==> config.mk <==
export PLATFORM = sky130hd
export DESIGN_NAME = ccu_cmd_queue
export DESIGN_NICKNAME = d
export VERILOG_FILES = /design/src/rtl/ccu_cmd_queue_pkg.sv /design/src/rtl/ccu_cmd_queue_fifo.sv /design/src/rtl/ccu_cmd_queue.sv
export SDC_FILE = /design/constraint.sdc
export NUM_CORES = 1
export LEC_CHECK = 0
export ABC_AREA = 1
export CORE_ASPECT_RATIO = 0.9
export CORE_UTILIZATION = 50
export DETAILED_ROUTE_END_ITERATION = 6
export PLACE_DENSITY = 0.65
export SLEW_MARGIN = 10
export SYNTH_ARGS = -nofsm -noshare
export SYNTH_HDL_FRONTEND = slang
export SYNTH_HIERARCHICAL = 1
export SYNTH_SLANG_ARGS = --single-unit
==> constraint.sdc <==
create_clock -name clk -period 3.1 [get_ports clk]
set_input_delay 0.465 -clock clk [delete_from_list [all_inputs] [get_ports clk]]
set_output_delay 0.465 -clock clk [all_outputs]
set_load 0.1 [all_outputs]
==> src/rtl/ccu_cmd_queue_pkg.sv <==
// ccu_cmd_queue_pkg: shared definitions for the CCU command path.
// Holds the command width, the NOP filler value, a few CCU opcode
// constants and the state encoding used by the command queue FSM.
package ccu_cmd_queue_pkg;

  localparam int CCU_CMD_W      = 8;
  localparam int CCU_CMDQ_DEPTH = 16;

  localparam logic [CCU_CMD_W-1:0] CCU_NOP_CMD = 8'd0;

  // CCU opcodes, listed here so host-side code and the queue agree on them
  localparam logic [CCU_CMD_W-1:0] CCU_OP_NOP   = 8'h00;
  localparam logic [CCU_CMD_W-1:0] CCU_OP_CLEAR = 8'h01;
  localparam logic [CCU_CMD_W-1:0] CCU_OP_LINE  = 8'h02;
  localparam logic [CCU_CMD_W-1:0] CCU_OP_FILL  = 8'h03;
  localparam logic [CCU_CMD_W-1:0] CCU_OP_BLIT  = 8'h04;

  typedef enum logic [1:0] {
    IDLE  = 2'd0,
    ISSUE = 2'd1,
    STALL = 2'd2
  } cmdq_state_e;

endpackage

==> src/rtl/ccu_cmd_queue_fifo.sv <==
// ccu_cmd_queue_fifo: circular command storage for ccu_cmd_queue.
// Pointers carry an extra wrap bit so full and empty are told apart without
// a separate counter; level is the exact pointer difference across wraps.
// Ports:
//   clk, rst_n      clock, synchronous active-low reset
//   clr             discard everything (pointers back to zero)
//   wr_en, wr_data  push a byte (ignored when full or clearing)
//   rd_en, rd_data  pop the head; rd_data shows the head combinationally
//   full, fifo_empty, level   occupancy status
module ccu_cmd_queue_fifo #(
  parameter int DEPTH = 16,
  parameter int CMD_W = 8
) (
  input  logic                     clk,
  input  logic                     rst_n,
  input  logic                     clr,
  input  logic                     wr_en,
  input  logic [CMD_W-1:0]         wr_data,
  input  logic                     rd_en,
  output logic [CMD_W-1:0]         rd_data,
  output logic                     full,
  output logic                     fifo_empty,
  output logic [$clog2(DEPTH):0]   level
);

  localparam int AW = $clog2(DEPTH);
  localparam logic [AW:0] PTR_ONE = {{AW{1'b0}}, 1'b1};

  logic [CMD_W-1:0] mem [DEPTH];
  logic [AW:0]      wr_ptr;
  logic [AW:0]      rd_ptr;
  logic             do_wr;
  logic             do_rd;

  // Full when the index bits match but the wrap bits differ
  assign full       = (wr_ptr[AW] != rd_ptr[AW]) && (wr_ptr[AW-1:0] == rd_ptr[AW-1:0]);
  assign fifo_empty = (wr_ptr == rd_ptr);
  assign level      = wr_ptr - rd_ptr;
  assign rd_data    = mem[rd_ptr[AW-1:0]];

  assign do_wr = wr_en && !full && !clr;
  assign do_rd = rd_en && !fifo_empty && !clr;

  // Pointer update; clear wins over any push or pop in the same cycle
  always_ff @(posedge clk) begin
    if (!rst_n || clr) begin
      wr_ptr <= '0;
      rd_ptr <= '0;
    end else begin
      if (do_wr) wr_ptr <= wr_ptr + PTR_ONE;
      if (do_rd) rd_ptr <= rd_ptr + PTR_ONE;
    end
  end

  // Storage array has no reset; only entries between the pointers are ever read
  always_ff @(posedge clk) begin
    if (do_wr) mem[wr_ptr[AW-1:0]] <= wr_data;
  end

endmodule

==> src/rtl/ccu_cmd_queue.sv <==
// ccu_cmd_queue: command buffer in front of the CCU.
// Queues host command bytes and presents at most one per clock on a
// registered cmd output; drives NOP_CMD with cmd_valid=0 when idle.
// Ports:
//   clk, rst_n            clock, synchronous active-low reset
//   wr_data/wr_valid/wr_ready   host write handshake
//   flush                 drop every queued and pending command
//   ccu_ready             CCU takes cmd on this edge when cmd_valid
//   cmd, cmd_valid        registered command to the CCU
//   level                 number of bytes still in the queue storage
//   empty                 nothing stored and nothing pending at the CCU
//   overrun_cnt           only with CCU_CMDQ_OVERRUN_CNT_EN: saturating count
//                         of cycles with wr_valid while wr_ready is low
module ccu_cmd_queue
  import ccu_cmd_queue_pkg::*;
#(
  parameter int               DEPTH   = CCU_CMDQ_DEPTH,
  parameter int               CMD_W   = CCU_CMD_W,
  parameter logic [CMD_W-1:0] NOP_CMD = CCU_NOP_CMD
) (
  input  logic                   clk,
  input  logic                   rst_n,
  input  logic [CMD_W-1:0]       wr_data,
  input  logic                   wr_valid,
  output logic                   wr_ready,
  input  logic                   flush,
  input  logic                   ccu_ready,
  output logic [CMD_W-1:0]       cmd,
  output logic                   cmd_valid,
  output logic [$clog2(DEPTH):0] level,
  output logic                   empty
`ifdef CCU_CMDQ_OVERRUN_CNT_EN
  ,
  output logic [15:0]            overrun_cnt
`endif
);

  cmdq_state_e      state;
  cmdq_state_e      next_state;
  logic [CMD_W-1:0] cmd_q;
  logic [CMD_W-1:0] cmd_d;
  logic             pop;
  logic             full;
  logic             fifo_empty;
  logic [CMD_W-1:0] head;

  ccu_cmd_queue_fifo #(
    .DEPTH (DEPTH),
    .CMD_W (CMD_W)
  ) u_fifo (
    .clk        (clk),
    .rst_n      (rst_n),
    .clr        (flush),
    .wr_en      (wr_valid),
    .wr_data    (wr_data),
    .rd_en      (pop),
    .rd_data    (head),
    .full       (full),
    .fifo_empty (fifo_empty),
    .level      (level)
  );

  // wr_ready comes only from the stored pointers, so a pop on the same edge
  // never lets a write through at full
  assign wr_ready  = !full;
  assign cmd       = cmd_q;
  assign cmd_valid = (state != IDLE);
  assign empty     = fifo_empty && (state == IDLE);

  // Next-state and output-register load; the output register is refilled
  // whenever it is empty or the CCU takes its current command
  always_comb begin
    next_state = state;
    cmd_d      = cmd_q;
    pop        = 1'b0;
    if (flush) begin
      next_state = IDLE;
      cmd_d      = NOP_CMD;
    end else begin
      case (state)
        IDLE: begin
          if (!fifo_empty) begin
            pop        = 1'b1;
            cmd_d      = head;
            next_state = ISSUE;
          end
        end
        ISSUE, STALL: begin
          if (ccu_ready) begin
            if (!fifo_empty) begin
              pop        = 1'b1;
              cmd_d      = head;
              next_state = ISSUE;
            end else begin
              cmd_d      = NOP_CMD;
              next_state = IDLE;
            end
          end else begin
            next_state = STALL;
          end
        end
        default: begin
          next_state = IDLE;
          cmd_d      = NOP_CMD;
        end
      endcase
    end
  end

  // State and output register
  always_ff @(posedge clk) begin
    if (!rst_n) begin
      state <= IDLE;
      cmd_q <= NOP_CMD;
    end else begin
      state <= next_state;
      cmd_q <= cmd_d;
    end
  end

`ifdef CCU_CMDQ_OVERRUN_CNT_EN
  // Counts rejected host writes; sticks at all-ones rather than wrapping
  always_ff @(posedge clk) begin
    if (!rst_n || flush) begin
      overrun_cnt <= 16'd0;
    end else if (wr_valid && !wr_ready && (overrun_cnt != 16'hFFFF)) begin
      overrun_cnt <= overrun_cnt + 16'd1;
    end
  end
`endif

endmodule

**Word level (Yosys, flattened, before mapping)**

Memory sizes are Yosys's and may differ from the RTL's. A register that Yosys moved wholly into a read port is not among the register bits.
Cells that the tools add are included.

- Bits in registers: 20
- Logic and storage cells: 48
- Memories: 1
- Input bits: 13
- Bits in writable memories: 128

- Bitwise operators: 1
- Muxes and demuxes: 16
- Reduce and logical (&&, ||, !) cells: 16
- Add/subtract/negate cells: 3
- Equal/unequal tests: 7

Memory list:

| name | depth | width | read ports | clocked after memory_dff | wr ports | RTL line | RTL |
|---|---|---|---|---|---|---|---|
| u_fifo.mem | 16 | 8 | 1 | 1 | 1 | ccu_cmd_queue_fifo.sv:29 | `logic [CMD_W-1:0] mem [DEPTH];` |

Operators by type and width:

| kind | count |
|---|---|
| 2-to-1 mux 8 bit | 3 |
| one-hot mux 8 bit (2 select lines) | 1 |
| adder 5 x 1 -> 5 bit (second input constant) | 2 |
| 2-to-1 mux 4 bit | 2 |
| logical AND 1 bit | 6 |
| 2-to-1 mux 1 bit | 6 |
| equality test 5 bit | 1 |
| subtractor 5 bit | 1 |
| equality test 4 bit | 1 |
| logical NOT 1 bit | 4 |
| 2-to-1 mux 2 bit | 2 |
| inequality test 2 bit (second input constant) | 2 |
| one-hot mux 2 bit (2 select lines) | 1 |
| OR reduction 2 bit | 2 |
| equality test 2 x 1 -> 1 bit (second input constant) | 1 |
| equality test 2 bit (second input constant) | 1 |
| logical NOT 2 bit | 1 |
| one-hot mux 1 bit (2 select lines) | 1 |
| AND reduction 2 bit | 1 |
| nonzero test 2 bit | 1 |
| logical OR 1 bit | 1 |
| inequality test 1 bit | 1 |
| NOT 1 bit | 1 |

**Depth between registers and ports, before layout**

- Depth in word-level cells: 9
- Gate-level depth with buffers: 16
- Depth with buffers taken out: 16

**Hierarchy**

The synthesis kept the hierarchy.

Modules (own cells, without submodules):

| module | cells each | area an instance (um^2) | instances |
|---|---|---|---|
| ccu_cmd_queue_fifo | 648 | 6406.1 | 1 |
| ccu_cmd_queue | 75 | 510.5 | 1 |

**Worst setup path after synthesis**

OpenSTA, ideal clock, no wires.

- Path type: reg2out
- Start point: register u_fifo.wr_ptr[0]
- End point: output port level[4]
- Data required time: 2635 ps
- Cell stages (with the launch flop): 8
- Path buffers: 0
- Path slack: -30 ps
- Data arrival time: 2665 ps
- Cells stage by stage: dfxtp_1 -> inv_1 -> ha_1 -> inv_1 -> fa_1 -> nand3_1 -> nand2_1 -> xor2_1

- Word-level cells in the longest chain between the ends: 1

Ends and longest elaborated chain:

| what | RTL line | RTL |
|---|---|---|
| start, declared | ccu_cmd_queue_fifo.sv:30 | `logic [AW:0] wr_ptr;` |
| start signal, assigned | ccu_cmd_queue_fifo.sv:50 | `if (do_wr) wr_ptr <= wr_ptr + PTR_ONE;` |
| subtractor 5 bit | ccu_cmd_queue_fifo.sv:38 | `assign level = wr_ptr - rd_ptr;` |
| end, declared | ccu_cmd_queue.sv:30 | `output logic [$clog2(DEPTH):0] level,` |

No other way between the ends.

**Final worst setup path**

- Start point: register u_fifo.rd_ptr[2]
- End point: output port empty

- Word-level cells in the longest chain between the ends: 2

Ends and longest elaborated chain:

| what | RTL line | RTL |
|---|---|---|
| start, declared | ccu_cmd_queue_fifo.sv:31 | `logic [AW:0] rd_ptr;` |
| start signal, assigned | ccu_cmd_queue_fifo.sv:51 | `if (do_rd) rd_ptr <= rd_ptr + PTR_ONE;` |
| equality test 5 bit | ccu_cmd_queue_fifo.sv:37 | `assign fifo_empty = (wr_ptr == rd_ptr);` |
| net fifo_empty | ccu_cmd_queue.sv:44 | `logic fifo_empty;` |
| logical AND 1 bit | ccu_cmd_queue.sv:68 | `assign empty = fifo_empty && (state == IDLE);` |
| end, declared | ccu_cmd_queue.sv:31 | `output logic empty` |

The timed path passes the listed nets, and every way through them passes these cells.

==> impl_results.md <==
- Status: completed
- Top delay family on crit path: buffers and inverters
- Layout area overhead: 14.4%
- DR vias/cell: 5.30
- Least-Margin Pin Slew: 1100 ps
- Routed Antenna Nets: 0
- Startpoint types: flip-flop
- Synth area leaders: edfxtp_1 (56%), nand2_1 (14%), dfxtp_1 (6.9%), nand3_1 (6.6%), inv_1 (5.3%)
- GRT Util Overall: 24.1%
- Fmax: 0.364 GHz
- TNS Setup: 0 ps
- IO Pins: 29
- Final Max Slew Viols: 0
- Clock Sink Count: 152
- Placer Congestion: 0.847
- Mapped Cells: 723
- Total chip power: 4.68 mW
- Crit path buf inv count: 4
- Ys flop type: edfxtp_1
- Hold Slack: 454 ps
- Fin util: 59.0%
- H-Tree Depth: 4
- Count of cell types in the netlist: 26
- Global-route wire length before repair: 25500 um
- Clock tree buffer depth: 2
- Register area share after synthesis: 62.5%
- Leakage: 3.43 nW
- Final WL: 15800 um
- 1st-pass router iterations: 5
- Root buf cell: clkbuf_16
- Ordered list of cells on the worst path: inv_1 -> ha_1 -> nand2_2 -> nor2_4 -> nand2_4 -> inv_1 -> nand2_1 -> inv_1 -> buf_12
- EDFF count, synth: 128
- Synthesized area: 6920 um^2
- Area leader, netlist: edfxtp_1
- Vias: 4941
- Tightest Hold Check Type: flip-flop to flip-flop
- Cell mode on critical path: inv_1
- CP max-delay cell: dfxtp_1
- Initial antenna violation count: 0
- Worst-skew pair later-pin latency: 420 ps
- Synth async-reset ratio: 0%
- Post-DP HPWL: 10100 um
- Worst rel slew slack: 26.5%
- Die area: 14300 um^2
- Grt ovf: 0
- PortBufs: 28
- Net count after synthesis: 748
- Largest net degree at the start of global routing: 65
- Final hold viol count: 0
- Final Non-Filler Cells: 933
- Post-DP Area: 7320 um^2
- DR DRC count: 0
- RSZ-0062 raised after global routing: false
- Peak VDD IR: 0.402 mV
- Average wire per standard cell: 16.9 um
- Mean Syn Cell Area: 9.57 um^2
- Final setup margin: 352 ps
- Layout cells sized above 1: 10.5%
- Crit-path max FO: 8
- Core outline area: 13400 um^2
- Postcts setup bufs: 0
- Seq cells post-synth: 152
- Fin crit share: 88.6%
- Initial DRC Count: 473
- WP data required: 2630 ps
- Critical path endpoint category: primary output
- Pre-CTS WS: 443 ps
- Cts hold-fix bufs: 0
- N_diodes: 0
- Tmin final: 2750 ps
- DIE HEIGHT: 114 um
- Setup violations, final: 0
- Initial Util: 51.6%
- Placed insts: 901
- Crit-path max cell delay: 390 ps
- Max-cap violation count: 0
- Data arrival, critical path: 2280 ps
- Clock transition at the registers of the reported paths: 60 ps
- Synth warn: 6
- CTS buffer count: 17
- CTS tree: done
- Clock Skew: 4.98 ps
- Design Area, Final: 7910 um^2
- Fin nets: 777
- # resized after CTS: 0
- # rows: 40
- PwrDens: 591 nW/um^2
- Post-synth top area share: 55.6%
- CP Class: flip-flop to primary output
- Vias in the first global route: 4704
- Die width: 126 um
[tightest hold or removal path, stage by stage, from the launching register on]
cell	delay, ps
dfxtp_1	310
nand2_1	60
nand2_1	40
[synth_stat cells, types with 2 or more instances]
cell and n:
ha_1 11, clkbuf_1 3, buf_2 19, dfxtp_1 24, nand2_4 7, nand2_1 251, a21oi_2 2, inv_2 5
inv_1 98, edfxtp_1 128, nand3_1 91, nand2_2 8, buf_4 3, nor2_1 44, xor2_1 3, nand4_1 14
a21oi_1 3
[path summary, 6_finish.rpt]
path | depth (start not counted) | to | slack, ps | from
setup reg to reg | 12 | flip-flop | 400 | u_fifo/wr_ptr[0]
hold reg to reg | 2 | cmd[6] | 450 | cmd[6]
hold / removal | 2 | cmd[6] | 450 | cmd[6]
setup / recovery | 9 | empty | 350 | u_fifo/rd_ptr[2]
[report_power, final]
group | total (mW) | internal [mW] | switching [mW]
Sequential | 2.24 | 2.23 | 0.00974
Clock | 2.06 | 1.26 | 0.803
Combinational | 0.372 | 0.0911 | 0.281
[logic make-up (layout without fill, tap and decap cells)]
family	after synthesis	after routing	share of synthesized area (%)
simple gates	420	420	26.5
flops	152	152	62.5
fa+ha+maj	12	12	2.28
buf+inv	128	170	7.45
xor+xnor	3	3	0.380
compound gates	8	8	0.886
[state kept, by name, indices dropped and copies added (netlist names), named ones only]
register,count
u_fifo/mem,128
cmd,8
u_fifo/wr_ptr,5
state,2
u_fifo/rd_ptr,5
[routing by layer]
| layer | GRT usage [%] | vias up | part of all wire (%) |
|---|---|---|---|
| met5 | 0 | - | 0 |
| met4 | 10.6 | 0 | 2.4 |
| met3 | 5.02 | 31 | 6.3 |
| met2 | 36.0 | 171 | 45 |
| met1 | 34.1 | 2352 | 46 |
| li1 | - | 2387 | - |
[layout by cell type, fill, tap and decap left out, drive strengths merged, types with 2 or more instances in the layout]
cell type        n
a21oi            6
buf             23
bufinv           3
clkbuf          19
clkdlybuf4s50   12
clkinv           7
clkinvlp         2
dfxtp           24
edfxtp         128
ha              11
inv            104
nand2          266
nand3           92
nand4           14
nor2            46
xor2             3
[area by class of cell]
class | instances | area (um^2)
Multi-Input combinational cell | 443 | 2080
Fill cell | 1128 | 5500
Clock inverter | 13 | 154
Clock buffer | 19 | 433
Timing Repair Buffer | 35 | 318
Sequential cell | 152 | 4330
Tap cell | 168 | 210
Inverter | 103 | 387
Note: power is estimated with default switching activity, not from simulation.
